`src/rtl/mask_frame_sequencer.sv`:
```
// Frame sequencer: raster-reads the camera BRAM into the extraction pipeline and
// collects mask results into a ping-pong BRAM. States: IDLE | ISSUE reads | DRAIN last masks | DONE swap bank.
module mask_frame_sequencer #(
  parameter int H_PIX    = 320,
  parameter int V_PIX    = 240,
  parameter int ADDR_W   = 17,
  parameter int READ_LAT = 2
) (
  input  logic              clk,
  input  logic              reset,
  input  logic              start,
  input  logic              abort,
  input  logic              pipe_ready,
  output logic              busy,
  output logic              done,
  output logic              cam_rd_en,
  output logic [ADDR_W-1:0] cam_addr,
  input  logic [15:0]       cam_data,
  output logic [15:0]       pix_out,
  output logic              pix_valid,
  output logic [10:0]       pix_x,
  output logic [9:0]        pix_y,
  input  logic              mask_bit,
  input  logic              mask_valid,
  output logic              mask_we,
  output logic [ADDR_W-1:0] mask_addr,
  output logic              mask_din,
  output logic              mask_bank,
  output logic [ADDR_W-1:0] green_count
);

  localparam int                N      = H_PIX * V_PIX;
  localparam logic [ADDR_W-1:0] N_A    = ADDR_W'(N);
  localparam logic [ADDR_W-1:0] LAST_A = ADDR_W'(N - 1);
  localparam logic [10:0]       X_LAST = 11'(H_PIX - 1);
  localparam logic [9:0]        Y_LAST = 10'(V_PIX - 1);

  typedef enum logic [1:0] {S_IDLE, S_ISSUE, S_DRAIN, S_DONE} state_t;

  state_t            state_q, state_d;
  logic [ADDR_W-1:0] rd_cnt_q, rd_cnt_d;
  logic [ADDR_W-1:0] wr_cnt_q, wr_cnt_d;
  logic [ADDR_W-1:0] acc_q, acc_d;
  logic [ADDR_W-1:0] green_q, green_d;
  logic [10:0]       x_q, x_d;
  logic [9:0]        y_q, y_d;
  logic              bank_q, bank_d;
  logic              issue, wr_ok, done_c, flush;

  logic [READ_LAT-1:0] vld_dl_q;
  logic [10:0]         x_dl_q [READ_LAT];
  logic [9:0]          y_dl_q [READ_LAT];

  logic              mask_we_q, mask_din_q;
  logic [ADDR_W-1:0] mask_addr_q;

  always_comb begin
    state_d  = state_q;
    rd_cnt_d = rd_cnt_q;
    wr_cnt_d = wr_cnt_q;
    acc_d    = acc_q;
    green_d  = green_q;
    x_d      = x_q;
    y_d      = y_q;
    bank_d   = bank_q;
    done_c   = 1'b0;

    flush = abort && (state_q != S_IDLE);
    issue = (state_q == S_ISSUE) && pipe_ready && !abort;
    wr_ok = ((state_q == S_ISSUE) || (state_q == S_DRAIN)) && mask_valid &&
            (wr_cnt_q < N_A) && !abort;

    if (wr_ok) begin
      wr_cnt_d = wr_cnt_q + ADDR_W'(1);
      acc_d    = acc_q + ADDR_W'(mask_bit);
    end

    if (issue) begin
      rd_cnt_d = rd_cnt_q + ADDR_W'(1);
      if (x_q == X_LAST) begin
        x_d = '0;
        y_d = (y_q == Y_LAST) ? '0 : y_q + 10'd1;
      end else begin
        x_d = x_q + 11'd1;
      end
    end

    case (state_q)
      S_IDLE: begin
        if (start) begin
          state_d  = S_ISSUE;
          rd_cnt_d = '0;
          wr_cnt_d = '0;
          acc_d    = '0;
          x_d      = '0;
          y_d      = '0;
        end
      end
      S_ISSUE: if (issue && (rd_cnt_q == LAST_A)) state_d = S_DRAIN;
      S_DRAIN: if (wr_cnt_q == N_A) state_d = S_DONE;
      S_DONE: begin
        state_d = S_IDLE;
        done_c  = 1'b1;
        bank_d  = ~bank_q;
        green_d = acc_q;
      end
      default: state_d = S_IDLE;
    endcase

    // Abort overrides everything, including the bank swap of a DONE cycle.
    if (flush) begin
      state_d = S_IDLE;
      done_c  = 1'b0;
      bank_d  = bank_q;
      green_d = green_q;
    end
  end

  always_ff @(posedge clk) begin
    if (reset) begin
      state_q     <= S_IDLE;
      rd_cnt_q    <= '0;
      wr_cnt_q    <= '0;
      acc_q       <= '0;
      green_q     <= '0;
      x_q         <= '0;
      y_q         <= '0;
      bank_q      <= 1'b0;
      vld_dl_q    <= '0;
      mask_we_q   <= 1'b0;
      mask_din_q  <= 1'b0;
      mask_addr_q <= '0;
      for (int i = 0; i < READ_LAT; i++) begin
        x_dl_q[i] <= '0;
        y_dl_q[i] <= '0;
      end
    end else begin
      state_q  <= state_d;
      rd_cnt_q <= rd_cnt_d;
      wr_cnt_q <= wr_cnt_d;
      acc_q    <= acc_d;
      green_q  <= green_d;
      x_q      <= x_d;
      y_q      <= y_d;
      bank_q   <= bank_d;

      if (flush) begin
        vld_dl_q <= '0;
      end else begin
        vld_dl_q[0] <= issue;
        for (int i = 1; i < READ_LAT; i++) vld_dl_q[i] <= vld_dl_q[i-1];
      end
      x_dl_q[0] <= x_q;
      y_dl_q[0] <= y_q;
      for (int i = 1; i < READ_LAT; i++) begin
        x_dl_q[i] <= x_dl_q[i-1];
        y_dl_q[i] <= y_dl_q[i-1];
      end

      mask_we_q <= wr_ok;
      if (wr_ok) begin
        mask_addr_q <= wr_cnt_q;
        mask_din_q  <= mask_bit;
      end
    end
  end

  assign busy        = (state_q != S_IDLE);
  assign done        = done_c;
  assign cam_rd_en   = issue;
  assign cam_addr    = rd_cnt_q;
  assign pix_valid   = vld_dl_q[READ_LAT-1];
  assign pix_out     = pix_valid ? cam_data : 16'h0000;
  assign pix_x       = x_dl_q[READ_LAT-1];
  assign pix_y       = y_dl_q[READ_LAT-1];
  assign mask_we     = mask_we_q;
  assign mask_addr   = mask_addr_q;
  assign mask_din    = mask_din_q;
  assign mask_bank   = bank_q;
  assign green_count = green_q;

endmodule

```
`config.mk`:
```
export PLATFORM = sky130hd
export DESIGN_NAME = mask_frame_sequencer
export DESIGN_NICKNAME = d
export VERILOG_FILES = /design/src/rtl/mask_frame_sequencer.sv
export SDC_FILE = /design/constraint.sdc
export NUM_CORES = 1
export LEC_CHECK = 0
export ABC_AREA = 1
export CORE_ASPECT_RATIO = 0.8
export CORE_MARGIN = 2
export CORE_UTILIZATION = 57
export DETAILED_ROUTE_END_ITERATION = 7
export GPL_TIMING_DRIVEN = 0
export PLACE_DENSITY = 0.87
export SYNTH_ARGS = -nofsm -noshare
export SYNTH_HDL_FRONTEND = slang
export SYNTH_SLANG_ARGS = --single-unit
```
`constraint.sdc`:
```
create_clock -name clk -period 3.09 [get_ports clk]
set_input_delay 0.4635 -clock clk [delete_from_list [all_inputs] [get_ports clk]]
set_output_delay 0.4635 -clock clk [all_outputs]
set_load 0.005 [all_outputs]
```
After elaboration in Yosys (flattened, before gate mapping):

Memories as Yosys holds them, arrays and structs flattened.
Cells that the tools add are included.

* mux-type cells: 32
* $lt $le $gt $ge: 1
* add/subtract/negate cells: 5
* bitwise logic cells: 6
* equal/unequal tests: 10
* reductions and logical operators: 14

Operators with widths (number)
* $mux W17: 9
* $mux W10: 7
* $mux W11: 6
* $add A17 B1 Y17 const B: 2
* $eq A17 B17 Y1 const B: 2
* $add A17 B1 Y17: 1
* $lt A17 B17 Y1 const B: 1
* $mux W16: 1
* $add A11 B1 Y11 const B: 1
* $eq A11 B9 Y1 const B: 1
* $add A10 B1 Y10 const B: 1
* $eq A10 B8 Y1 const B: 1
* $pmux W2 S4: 1
* $logic_and A1 B1 Y1: 7
* $mux W2: 3
* $mux W1: 5
* $eq A2 B2 Y1 const B: 2
* $ne A2 B1 Y1 const B: 2
* $or A1 B1 Y1: 4
* $reduce_and A3 Y1: 1
* $eq A2 B1 Y1 const B: 1
* $logic_not A2 Y1: 1
* $ne A2 B2 Y1 const B: 1
* $not A1 Y1: 2
* 5 further kinds: 5

* output and inout port bits: 95
* bits in registers: 113
* RAM bits: 42
* memories: 2
* bits of input ports: 23
* word-level logic and storage cells: 82

Memory list
* x_dl_q: depth 2, bits a word 11, rd ports 2, clocked after Yosys merged registers in 0, wr ports 2, line 51 `logic [10:0] x_dl_q [READ_LAT];`
* y_dl_q: depth 2, bits a word 10, rd ports 2, clocked after Yosys merged registers in 0, wr ports 2, line 52 `logic [9:0] y_dl_q [READ_LAT];`

Longest topological paths before layout:

* depth in word-level cells: 8
* mapped depth: 12
* mapped depth without buffers: 12

Worst setup path after synthesis:

Ideal clock, no wire load.

* kind: register -> output
* start: register state_q[0]
* end: output done
* path slack: 1439 ps
* buffers on the path: 1
* cell stages (with the launch flop): 8
* arrival time: 1188 ps
* required time: 2626 ps
* path through: dfxtp_1 -> inv_1 -> ha_1 -> inv_2 -> nand2_1 -> nand2_1 -> inv_1 -> clkbuf_1

* longest elaborated chain between the ends: 3
* elaborated cells between the ends (all ways): 5
* those cells by class: eq/ne (1); mux (2); reduce/logical (2)

RTL lines
* start: declaration: line 40 `state_t state_q, state_d;`
* start signal: assignment: line 138 `state_q <= state_d;`
* $reduce_bool A2 Y1
* named net busy: line 14 `output logic busy,`
* $logic_and A1 B1 Y1: line 68 `flush = abort && (state_q != S_IDLE);`
* $mux W1: line 111 `if (flush) begin`
* end: declaration: line 15 `output logic done,`

The timed path passes the listed nets, and every way through them passes these cells.

Worst setup path after layout:

* start: register state_q[0]
* end: output done

* longest elaborated chain between the ends: 3
* elaborated cells between the ends (all ways): 5
* those cells by class: eq/ne (1); mux (2); reduce/logical (2)

RTL lines (line)
* $eq A2 B2 Y1 / $reduce_bool A2 Y1 (equally long branches): 88, 68
* $mux W1 / $logic_and A1 B1 Y1 (equally long branches): 88, 68
* $mux W1 *: 111

Every way passes the cells marked *; elsewhere a longest branch is shown, timed or not.

==> summary.md <==
| Metric | Value |
|---|---|
| Worst r2r path cells | `10` |
| Routed wl met3 | `1420 um` |
| Clock Sinks | `155` |
| Via count | `approximately 6000` |
| Dpl cells | `1154` |
| First-pass GRT wire length | `around 27000 um` |
| Insertion delay to the later sink of the worst-skew pair | `430 ps` |
| Initial antenna violation count | `0` |
| Post-synth top flop | `dfxtp_1` |
| Nets | `1058` |
| Synth Area in Adders | `0.0207` |
| Initial Util | `0.581` |
| Synthesized instance count | `approximately 900` |
| VDD IR max | `484 uV` |
| GRT Resource Usage Total | `0.268` |
| Max frequency | `358 MHz` |
| Mux cell area share after synthesis | `0` |
| RSZ-0062 raised after global routing | `no` |
| Yosys cell types | `40` |
| Fin crit period | `2790 ps` |
| Placer's final routability congestion estimate | `around 0.93` |
| Clk slew on worst S/H paths | `roughly 60 ps` |
| EDFF count, synth | `0` |
| CORE AREA | `about 0.011 sq mm` |
| Largest family of logic cells by synthesized area | `simple AND/OR/NAND/NOR gates` |
| Die Wd | `125 um` |
| TritonCTS clock tree | `yes` |
| Std-Cell Rows | `35` |
| Crit end category | `output port` |
| Sequential area share after synthesis | `0.467` |
| CP max FO | `13` |
| Power Total | `approximately 0.0051 W` |
| Maximum root-to-sink buffer count | `2` |
| Max-Cap Viols | `0` |
| Hold WC Path Type | `in2reg` |
| Post-CTS Setup Bufs | `0` |
| 1st-pass router iterations | `5` |
| Via count of the first global-routing pass | `5745` |
| Synth async-reset ratio | `0` |
| Die Height | `101 um` |
| Finished Layout Cells | `1185` |
| # hold bufs at CTS | `0` |
| DRT antenna net count | `0` |
| Synth Area in Compound Gates | `0.101` |
| Ant. Diodes | `0` |
| Die Area | `0.0125 sq mm` |
| PortBufs | `116` |
| Largest net degree at the start of global routing | `17` |
| DPL Wire Length | `roughly 11000 um` |
| Clock skew | `11.0 ps` |
| Met2 WL | `7380 um` |
| Grt total ovfl | `0` |
| Via/cell ratio | `5.20` |
| Layout area overhead | `28.7%` |
| Syn_nets | `924` |
| # resized after CTS | `0` |
| Synth Register Bits | `roughly 160` |
| Avg Cell Area, Syn | `7.47 sq um` |
| CP Class | `reg2out` |
| CP arrival | `approximately 2300 ps` |
| Pwr dens | `597 mW/mm^2` |
| H-tree depth reported by CTS | `4` |
| Final setup margin | `just under 300 ps` |
| Final wirelength | `16200 um` |
| Residual DRC | `0` |
| Final Hold Vio Count | `0` |
| Leakage power | `3.50 nW` |
| CTS buffer count | `17` |
| Final Cycle Share | `0.904` |
| DR iter-0 viols | `428` |
| Outcome | `complete, no violations` |
| DP Worst Slack | `between 200 and 300 ps` |
| Highest metal used | `met4` |
| Root Buffer Master | `clkbuf_16` |
| Fin Setup TNS | `0 ps` |
| Share of cells above drive strength 1 | `0.107` |
| Cell area after synthesis | `0.00665 sq mm` |
| M1 wire length | `7200 um` |
| XOR/XNOR share of the synthesized area | `0.0105` |
| WHS Path Cells | `2` |
| Post-Synth Simple-Gate Area | `0.275` |
| CP Data Required Time | `2630 ps` |
| Worst slew pin tran | `757 ps` |
| Final setup violating endpoints | `0` |
| CP Launch Type | `flop` |
| Drt wl/cell | `13.7 um` |
| Synth warn | `0` |
| I/O pin cnt | `between 100 and 150` |
| Rel. slew slack | `0.496` |
| Max Slew Vio Count | `0` |
## metrics by stage
| step | hold WS (ps) | utilization | instance area, sq um |
|---|---|---|---|
| global placement | 389 | 0.699 | 7990 |
| finish | 393 | 0.748 | 8550 |
| floorplan | 388 | - | 6650 |
| global route | 412 | 0.748 | 8550 |
| CTS | 386 | 0.749 | 8560 |
| detailed placement | 392 | 0.699 | 7990 |
## routing by layer
| layer | vias up | GRT usage |
|---|---|---|
| met1 | 2842 | 0.344 |
| met3 | 22 | 0.0695 |
| met2 | 267 | 0.439 |
| met4 | 0 | 0.103 |
| li1 | 3034 | - |
| met5 | - | 0 |
## power by group
group	switching, W	leakage [nW]	internal [W]
clock network	0.000873	0.272	0.00112
registers	0.0000763	1.25	0.00212
logic	0.000503	1.98	0.000413
total	0.00145	3.50	0.00366
## final timing paths
| path | slack, ps | start | to |
|---|---|---|---|
| worst max-delay path | 300 | state_q[0] | done |
| worst min-delay path | 390 | reset | x_dl_q[0][1] |
| worst max register to register | 1070 | state_q[1] | acc_q[4] |
| worst min register to register | 400 | x_dl_q[0][5] | x_dl_q[0][16] |
## worst max-delay path, stage by stage, from the launching register on
cell and delay, ps:
dfxtp_1 340, inv_1 90, ha_1 250, inv_2 90, nand2_1 80, nand2_1 150, inv_1 330, clkdlybuf4s50_1 570
## flip-flops by register name, indices dropped and copies added (netlist names)
signal,count
y_dl_q,20
green_count,17
mask_addr,17
wr_cnt_q,17
x_q,11
vld_dl_q,2
acc_q,17
x_dl_q,22
mask_bank,1
cam_addr,17
mask_we,1
state_q,2
mask_din,1
y_q,10
## cells in the final DEF (no fill, tap or decap), types with 4 or more instances in the layout
master / instances
ha_1: 11
nor2_1: 173
a211oi_2: 12
xor2_1: 8
nand3_1: 33
nor3_1: 21
buf_4: 26
inv_1: 131
inv_6: 4
nand2_1: 146
dfxtp_1: 155
clkbuf_16: 17
nand4_1: 16
a21oi_1: 45
clkbuf_1: 4
nor2_4: 4
clkdlybuf4s50_1: 116
nor2_2: 6
buf_2: 11
buf_1: 6
o21ai_0: 44
nand2_2: 4
## cells in the mapped netlist, types with 4 or more instances
cell type / n / area, sq um
nor2_1: 173 / 649
dfxtp_1: 155 / 3100
nand2_1: 146 / 548
inv_1: 131 / 492
a21oi_1: 45 / 225
o21ai_0: 44 / 220
nand3_1: 33 / 165
buf_4: 26 / 195
nor3_1: 21 / 105
nand4_1: 16 / 100
a211oi_2: 12 / 150
buf_2: 11 / 55.1
ha_1: 11 / 138
xor2_1: 8 / 70.1
buf_1: 6 / 22.5
nor2_2: 6 / 37.5
clkbuf_1: 5 / 18.8
nand2_2: 4 / 25.0
nor2_4: 4 / 45.0
## logic make-up after synthesis
logic type                 Yosys count
AOI/OAI and AO/OA                  112
xor gates and xnor gates             8
adders and majority gates           11
buffers and inverters              186
DFF                                155
and+or+nand+nor                    418
## area by class of cell
class	instances	area (sq um)
timing repair buffer	116	1160
clock buffer	17	425
sequential	155	3100
multi-input combinational	549	2710
fill	822	2880
buffer	50	322
clock inverter	15	140
tap	148	185
inverter	135	507
No activity file was read; power rests on OpenSTA's default activity.
